### src/rtl/wb_pkg.sv
// Shared types for the writeback/register-file slice: queue entry, drain states, register codes.
package wb_pkg;

  localparam int NUM_REGS = 16;
  localparam logic [3:0] REG_RAX = 4'd0;
  localparam logic [3:0] REG_RDX = 4'd2;

  typedef enum logic {PRIMARY, SPECIAL} wb_state_e;

  typedef struct packed {
    logic [3:0]  dest;
    logic        destValid;
    logic [63:0] destValue;
    logic [3:0]  special;
    logic        specialValid;
    logic [63:0] specialValue;
  } wb_entry_t;

  function automatic logic [NUM_REGS-1:0] regBit(logic [3:0] code, logic en);
    return en ? (NUM_REGS'(1) << code) : '0;
  endfunction

endpackage

### src/rtl/wb_queue.sv
// In-order writeback queue of wb_entry_t; exposes head, occupancy and the raw slot array
// so the top can build the pending-write mask.
module wb_queue
  import wb_pkg::*;
#(
  parameter int DEPTH = 2
) (
  input  logic                       clk,
  input  logic                       reset,
  input  logic                       push,
  input  wb_entry_t                  pushEntry,
  input  logic                       pop,
  output wb_entry_t                  headEntry,
  output logic                       full,
  output logic                       empty,
  output logic [$clog2(DEPTH):0]     count,
  output wb_entry_t                  entries [DEPTH],
  output logic [DEPTH-1:0]           entryValid
);

  localparam int PW = $clog2(DEPTH);
  localparam int CW = PW + 1;

  wb_entry_t      mem [DEPTH];
  logic [PW-1:0]  rdPtr;
  logic [PW-1:0]  wrPtr;
  logic           doPush;
  logic           doPop;

  assign full   = (count == CW'(DEPTH));
  assign empty  = (count == '0);
  assign doPush = push && !full;
  assign doPop  = pop && !empty;

  assign headEntry = mem[rdPtr];
  assign entries   = mem;

  // mem contents need no reset; entryValid gates every consumer of the slot data
  always_ff @(posedge clk) begin
    if (doPush) mem[wrPtr] <= pushEntry;
  end

  always_ff @(posedge clk) begin
    if (reset) begin
      rdPtr      <= '0;
      wrPtr      <= '0;
      count      <= '0;
      entryValid <= '0;
    end else begin
      if (doPush) begin
        entryValid[wrPtr] <= 1'b1;
        wrPtr             <= wrPtr + PW'(1);
      end
      if (doPop) begin
        entryValid[rdPtr] <= 1'b0;
        rdPtr             <= rdPtr + PW'(1);
      end
      case ({doPush, doPop})
        2'b10:   count <= count + CW'(1);
        2'b01:   count <= count - CW'(1);
        default: count <= count;
      endcase
    end
  end

endmodule

### src/rtl/writeback_regfile.sv
// Write end of the architectural register file: queues retiring results and drains one
// register write per cycle. Optional write-through view via WB_BYPASS_EN.
module writeback_regfile
  import wb_pkg::*;
#(
  parameter int DEPTH = 2
) (
  input  logic        clk,
  input  logic        reset,
  input  logic        writebackValidIn,
  input  logic [0:3]  destRegIn,
  input  logic        destRegValidIn,
  input  logic [63:0] destRegValueIn,
  input  logic [0:3]  destRegisterSpecialIn,
  input  logic        destRegisterSpecialValidIn,
  input  logic [63:0] destRegSpecialValueIn,
  output logic [63:0] registerFileOut [NUM_REGS],
  output logic        wbStallOut,
  output logic [15:0] pendingMaskOut,
  output logic [63:0] retiredCountOut
);

  localparam int CW = $clog2(DEPTH) + 1;

  wb_state_e     state, nextState;
  wb_entry_t     pushEntry, headEntry;
  wb_entry_t     entries [DEPTH];
  logic [DEPTH-1:0] entryValid;
  logic          qFull, qEmpty, pop;
  logic [CW-1:0] qCount;
  logic [63:0]   regs [NUM_REGS];
  logic          writeEn;
  logic [3:0]    writeAddr;
  logic [63:0]   writeData;

  always_comb begin
    pushEntry              = '0;
    pushEntry.dest         = destRegIn;
    pushEntry.destValid    = destRegValidIn;
    pushEntry.destValue    = destRegValueIn;
    pushEntry.special      = destRegisterSpecialIn;
    pushEntry.specialValid = destRegisterSpecialValidIn;
    pushEntry.specialValue = destRegSpecialValueIn;
  end

  wb_queue #(.DEPTH(DEPTH)) uQueue (
    .clk        (clk),
    .reset      (reset),
    .push       (writebackValidIn && !qFull),
    .pushEntry  (pushEntry),
    .pop        (pop),
    .headEntry  (headEntry),
    .full       (qFull),
    .empty      (qEmpty),
    .count      (qCount),
    .entries    (entries),
    .entryValid (entryValid)
  );

  assign wbStallOut = (qCount == CW'(DEPTH));

  always_ff @(posedge clk) begin
    if (reset) state <= PRIMARY;
    else       state <= nextState;
  end

  always_comb begin
    nextState = state;
    writeEn   = 1'b0;
    writeAddr = '0;
    writeData = '0;
    pop       = 1'b0;
    case (state)
      PRIMARY: begin
        if (!qEmpty) begin
          writeEn   = headEntry.destValid;
          writeAddr = headEntry.dest;
          writeData = headEntry.destValue;
          if (headEntry.specialValid) nextState = SPECIAL;
          else                        pop       = 1'b1;
        end
      end
      SPECIAL: begin
        writeEn   = 1'b1;
        writeAddr = headEntry.special;
        writeData = headEntry.specialValue;
        pop       = 1'b1;
        nextState = PRIMARY;
      end
      default: nextState = PRIMARY;
    endcase
  end

  always_ff @(posedge clk) begin
    if (reset) begin
      for (int r = 0; r < NUM_REGS; r++) regs[r] <= '0;
      retiredCountOut <= '0;
    end else begin
      if (writeEn) regs[writeAddr] <= writeData;
      if (pop)     retiredCountOut <= retiredCountOut + 64'd1;
    end
  end

  always_comb begin
    for (int r = 0; r < NUM_REGS; r++) begin
`ifdef WB_BYPASS_EN
      registerFileOut[r] = (writeEn && (writeAddr == 4'(r))) ? writeData : regs[r];
`else
      registerFileOut[r] = regs[r];
`endif
    end
  end

  // A dual-dest entry keeps both bits until it pops, even after its primary write lands.
  always_comb begin
    pendingMaskOut = '0;
    for (int i = 0; i < DEPTH; i++) begin
      if (entryValid[i]) begin
        pendingMaskOut = pendingMaskOut
                       | regBit(entries[i].dest, entries[i].destValid)
                       | regBit(entries[i].special, entries[i].specialValid);
      end
    end
`ifdef WB_BYPASS_EN
    pendingMaskOut = pendingMaskOut & ~regBit(writeAddr, writeEn);
`endif
  end

endmodule

### config.mk
export PLATFORM = sky130hd
export DESIGN_NAME = writeback_regfile
export DESIGN_NICKNAME = d
export VERILOG_FILES = /design/src/rtl/wb_pkg.sv /design/src/rtl/wb_queue.sv /design/src/rtl/writeback_regfile.sv
export SDC_FILE = /design/constraint.sdc
export NUM_CORES = 2
export LEC_CHECK = 0
export CORE_AREA = 2 2 492 494
export CTS_CLUSTER_DIAMETER = 30
export DETAILED_ROUTE_END_ITERATION = 7
export DIE_AREA = 0 0 494 496
export PLACE_DENSITY = 0.43
export SETUP_SLACK_MARGIN = 0.02
export SYNTH_ARGS = -nofsm -noshare
export SYNTH_HDL_FRONTEND = slang
export SYNTH_SLANG_ARGS = --single-unit
### constraint.sdc
create_clock -name clk -period 10.6 [get_ports clk]
set_clock_uncertainty 0.05 [all_clocks]
set_input_delay 2.12 -clock clk [delete_from_list [all_inputs] [get_ports clk]]
set_output_delay 2.12 -clock clk [all_outputs]
set_load 0.01 [all_outputs]
**Word-level counts from Yosys, hierarchy flattened**

Memories as Yosys holds them, arrays and structs flattened.
Index checks and enable logic that the tools add are counted.

- Flip-flop bits (word level): 347
- RAM bits: 1024
- Bits of input ports: 141
- Word-level logic and storage cells: 98
- Memories kept: 1

- Add/sub/neg operators: 5
- Magnitude comparators: 7
- Equal/unequal tests: 3
- Shift-type cells: 4
- Muxes and demuxes: 40
- Bitwise operators: 9
- Reduce and logical (&&, ||, !) cells: 11

Memory list:

| memory | depth | width | rd ports | clocked after memory_dff | write ports | RTL line | source |
|---|---|---|---|---|---|---|---|
| regs | 16 | 64 | 16 | 0 | 16 | writeback_regfile.sv:31 | `logic [63:0] regs [NUM_REGS];` |

Operators with widths:

| kind | number |
|---|---|
| $mux W138 | 4 |
| $bwmux W276 | 1 |
| $demux W138 S1 | 1 |
| $mux W64 | 2 |
| $pmux W64 S2 | 1 |
| $mux W16 | 6 |
| $add A64 B1 Y64 const B | 1 |
| $reduce_or A64 Y1 | 1 |
| $shl A1 B4 Y16 const A | 4 |
| $or A16 B16 Y16 | 3 |
| $mux W1 | 13 |
| $mux W4 | 2 |
| $pmux W4 S2 | 1 |
| $logic_and A1 B1 Y1 | 6 |
| $mux W2 | 3 |
| $pmux W1 S2 | 3 |
| $eq A2 B2 Y1 const B | 2 |
| $ge A2 B2 Y1 const B | 2 |
| $lt A1 B2 Y1 const B | 2 |
| $not A1 Y2 | 2 |
| $pmux W2 S2 | 1 |
| $add A1 B1 Y1 const B | 2 |
| $add A2 B1 Y2 const B | 1 |
| $and A2 B2 Y2 | 1 |
| other kinds (11) | 14 |

**Depth between registers and ports, before layout**

- Depth in word-level cells: 11
- Mapped depth: 9
- Gate-level depth less buffers: 7

**Cells and area by module**

Synthesis repeated with hierarchy kept, for this count alone.

- Cells, all modules: 3285
- Area total of the unflattened synthesis: 50088.0 um2

By module, submodules not included:

| module | times used | cells each | area an instance (um2) | sequential area each (um2) |
|---|---|---|---|---|
| writeback_regfile | 1 | 2824 | 39887.0 | 32050.7 |
| wb_queue | 1 | 461 | 10201.0 | 8408.1 |

**Worst setup path after synthesis**

No wires, ideal clock.

- Path kind: input port to flip-flop
- Start point: in writebackValidIn
- End point: reg uQueue.mem (netlist bit uQueue.entries[138]) (enable)
- Library setup time: 638 ps
- Arrival: 7973 ps
- Data required time: 9912 ps
- Setup slack: 1939 ps
- Cell stages on the path: 2
- Path buffers: 0
- Cell sequence: nand2_1 -> nor2_1

- Cells in the longest elaborated chain, start to end: 2

Ends and longest elaborated chain:

| what | RTL line | source |
|---|---|---|
| start, declared | writeback_regfile.sv:10 | `input logic writebackValidIn,` |
| $logic_and A1 B1 Y1 | writeback_regfile.sv:49 | `.push (writebackValidIn && !qFull),` |
| $logic_and A1 B1 Y1 | wb_queue.sv:32 | `assign doPush = push && !full;` |
| end signal, assigned by index | wb_queue.sv:40 | `if (doPush) mem[wrPtr] <= pushEntry;` |
| end, declared | wb_queue.sv:24 | `wb_entry_t mem [DEPTH];` |

No other way between the ends.
A chain may end at the register's enable or synchronous reset.

==> metrics.cfg <==
[timing]
finalSetupViolCount=0
max_freq_mhz=191.9
finalCritPeriodShare_pct=49.15
fin_tns_setup_ns=0
rsz0062_at_grt=false
maxSlewViolCount=0
tightestPinTransition_ns=1.230
fin_ws_ns=5.390
final_hold_viol_count=0
maxSlewHeadroom_pct=17.98
period_minus_slack_ns=5.210

[global_routing]
grt_pass1_vias=34731
grt_first_pass_wirelength_mm=310.5
antenna_found_initial=49
grt-ovfl-total=0
gr-usage-all-layers_pct=18.66
grt_max_degree=134

[synth]
synth.area.mux_share_pct=2.812
synth_seq_area_share_pct=80.96
synth_xor_area_share_pct=0.5608
synth-edff-count=1300
synth_adder_area_share_pct=0.05007
netlist_area_um2=49980
synth_top_family_by_area=simple AND/OR/NAND/NOR gates
synthesis.nets=3439
avgSynthCellArea_um2=15.16
synth.distinct_cells=49
synth-seq-cells=1371
synth_ff_type=edfxtp_1
synth_compound_area_share_pct=2.804
synthArstFlopShare_pct=0
synthCells=3296
yosys.area_share.simple_pct=10.90
yosysWarnings=0

[detailed_routing]
drtIter0Drc=3252
viasPerCell=4.285
dr_total_vias=35262
ant_nets=0
first_pass_iters=5
wl_mm=239.0
drcViolationCount=0
wire_per_inst_um=29.04

[place]
io_buffers=1245
gp_congestion=0.8246
place_area_um2=66460
place_ws_ns=4.461
hpwl_mm=161.4

[clocking]
cts.sinks=1371
cts_resized=0
post_cts_buffers=0
htree_levels=5
clk_pin_slew_ns=0.04
clk_path_buf_depth=4
numCtsBuffers=366
clockRootBuffer=clkbuf_16
cts_tree=built
hold_buffers=0
worst_skew_pair.late_latency_ns=0.94

[finish]
mostFrequentLayoutCells=edfxtp_1, clkdlybuf4s50_1, nor2_1, clkbuf_16, mux2i_1
multi_input_area_um2=8885
drive_above_1_share_pct=14.01
final_area_um2=78230
fillerInstances=23567
regArea_um2=40460
finalNetCount=4899
area_delta_synth_final_pct=56.53
final_common_cell=edfxtp_1
final_core_util_pct=32.65

[setup_path]
crit_start=state$_SDFF_PP0_
required_ns=11.08
start_kind=register
r2r_start=state$_SDFF_PP0_
crit_type=reg -> reg
r2r_end=regs[8][55]$_SDFFCE_PN0P_
cp.arrival_ns=5.69
r2r_slack_ns=5.39
worst-path-max-fanout=65
end_kind=register
reg2reg_depth=6

[worst_hold_path]
hold_path_startpoint=retiredCountOut[55]$_SDFFE_PP0N_
hold_path_depth=2
worstHoldPathType=reg -> reg
worstHoldEndpoint=retiredCountOut[55]$_SDFFE_PP0N_

[die]
core_area_um2=239600
die-area_um2=245000
start_util_pct=20.86
die_height_um=496
pin_count=1246
die_x_um=494
rows=180

[pwr]
p_leak_nw=26.62
p_total_mw=20.98
vdd_drop_max_mv=0.1323
p_per_area_nw_per_um2=268.2

[run]
cap_violations=0

[run_status]
status=completed

[critical path, cell delays in order (launching register included)]
cell,delay (ns)
dfxtp_1,0.51
clkinv_2,0.57
o22a_1,0.39
nor2_1,0.91
nand2_4,0.79
nand2b_4,0.83
buf_4,0.62
[worst max path at each step]
stage | end | slack (ns) | cells past startpoint
final | regs[8][55]$_SDFFCE_PN0P_ | 5.39 | 6
after global routing | regs[8][55]$_SDFFCE_PN0P_ | 5.09 | 6
after CTS | regs[8][55]$_SDFFCE_PN0P_ | 5.26 | 6
after detailed placement | regs[14][37]$_SDFFCE_PN0P_ | 4.46 | 6
after global placement | regs[8][62]$_SDFFCE_PN0P_ | 4.49 | 7
after floorplan | uQueue.entries[138]$_DFFE_PP_ | 1.94 | 2
[flip-flops by register name (all words and copies together), names as in the netlist]
name	flops
uQueue.entries	276
state	1
regs	1024
uQueue.rdPtr	1
uQueue.wrPtr	1
uQueue.count	2
retiredCountOut	64
uQueue.entryValid	2
[where the power goes]
group / internal, mW / leakage (nW) / total [mW] / switching [mW]
logic: 0.917 / 7.17 / 3.85 / 2.93
clock network: 7.26 / 5.71 / 10.5 / 3.28
registers: 6.41 / 13.7 / 6.59 / 0.184
total: 14.6 / 26.6 / 21.0 / 6.39
[routing by layer]
metal	part of all wire [%]	vias to the layer above	routed length, µm	global-route usage, %
li1	-	14990	-	-
met1	40	17941	96640	23.31
met2	46	1850	111100	29.64
met3	9.5	443	22770	6.470
met4	3.4	38	8240	7.003
met5	0.10	-	247	0
[area by class of cell]
class	count	share of cell area, %
diodes	11	0.03519
clock inverters	226	2.980
inverters	8	0.03999
multi-input cells	1684	11.36
flip-flops and latches	1371	51.72
clock buffers	419	12.03
repair buffers	1325	16.74
well taps	3185	5.094
[synthesized netlist by cell type, types with 2 or more instances]
| cell | count | share of area, % |
|---|---|---|
| buf_1 | 15 | 0.11 |
| edfxtp_1 | 1300 | 78 |
| nor3_1 | 13 | 0.13 |
| nor4b_1 | 2 | 0.035 |
| or3_1 | 24 | 0.30 |
| and3_1 | 8 | 0.10 |
| or2_2 | 6 | 0.075 |
| a22o_1 | 16 | 0.28 |
| nand3_1 | 27 | 0.27 |
| nor2_1 | 1073 | 8.1 |
| a21oi_1 | 36 | 0.36 |
| a31o_2 | 2 | 0.035 |
| and4_1 | 8 | 0.14 |
| mux2_2 | 3 | 0.068 |
| xnor2_1 | 12 | 0.21 |
| o22a_1 | 67 | 1.2 |
| nand3b_1 | 9 | 0.14 |
| nand4_1 | 34 | 0.43 |
| buf_2 | 44 | 0.44 |
| dfxtp_1 | 71 | 2.8 |
| nand2_1 | 48 | 0.36 |
| o31ai_1 | 9 | 0.14 |
| ha_1 | 2 | 0.050 |
| o21ai_0 | 22 | 0.22 |
| nor2b_1 | 2 | 0.025 |
| inv_1 | 8 | 0.060 |
| o22ai_1 | 34 | 0.43 |
| or4_1 | 11 | 0.17 |
| mux2i_1 | 137 | 2.7 |
| or3b_2 | 4 | 0.070 |
| nor4_1 | 12 | 0.15 |
| xor2_1 | 20 | 0.35 |
| clkbuf_1 | 174 | 1.3 |
| nand2b_1 | 25 | 0.31 |
| and2_1 | 4 | 0.050 |
[kinds of logic after synthesis]
group                      Yosys count
muxes                              140
AOI/OAI and AO/OA                  196
xor gates and xnor gates            32
adders and majority gates            2
buffers and inverters              241
and+or+nand+nor                   1314
DFF                               1371
[stage by stage]
step,instances,hold WS (ns)
final,8229,0.4576
after global placement,7573,0.4460
after detailed placement,7573,0.4482
after floorplan,3296,0.4421
after global routing,8225,0.4892
after CTS,8218,0.4570
(Power assumes the default switching activity.)
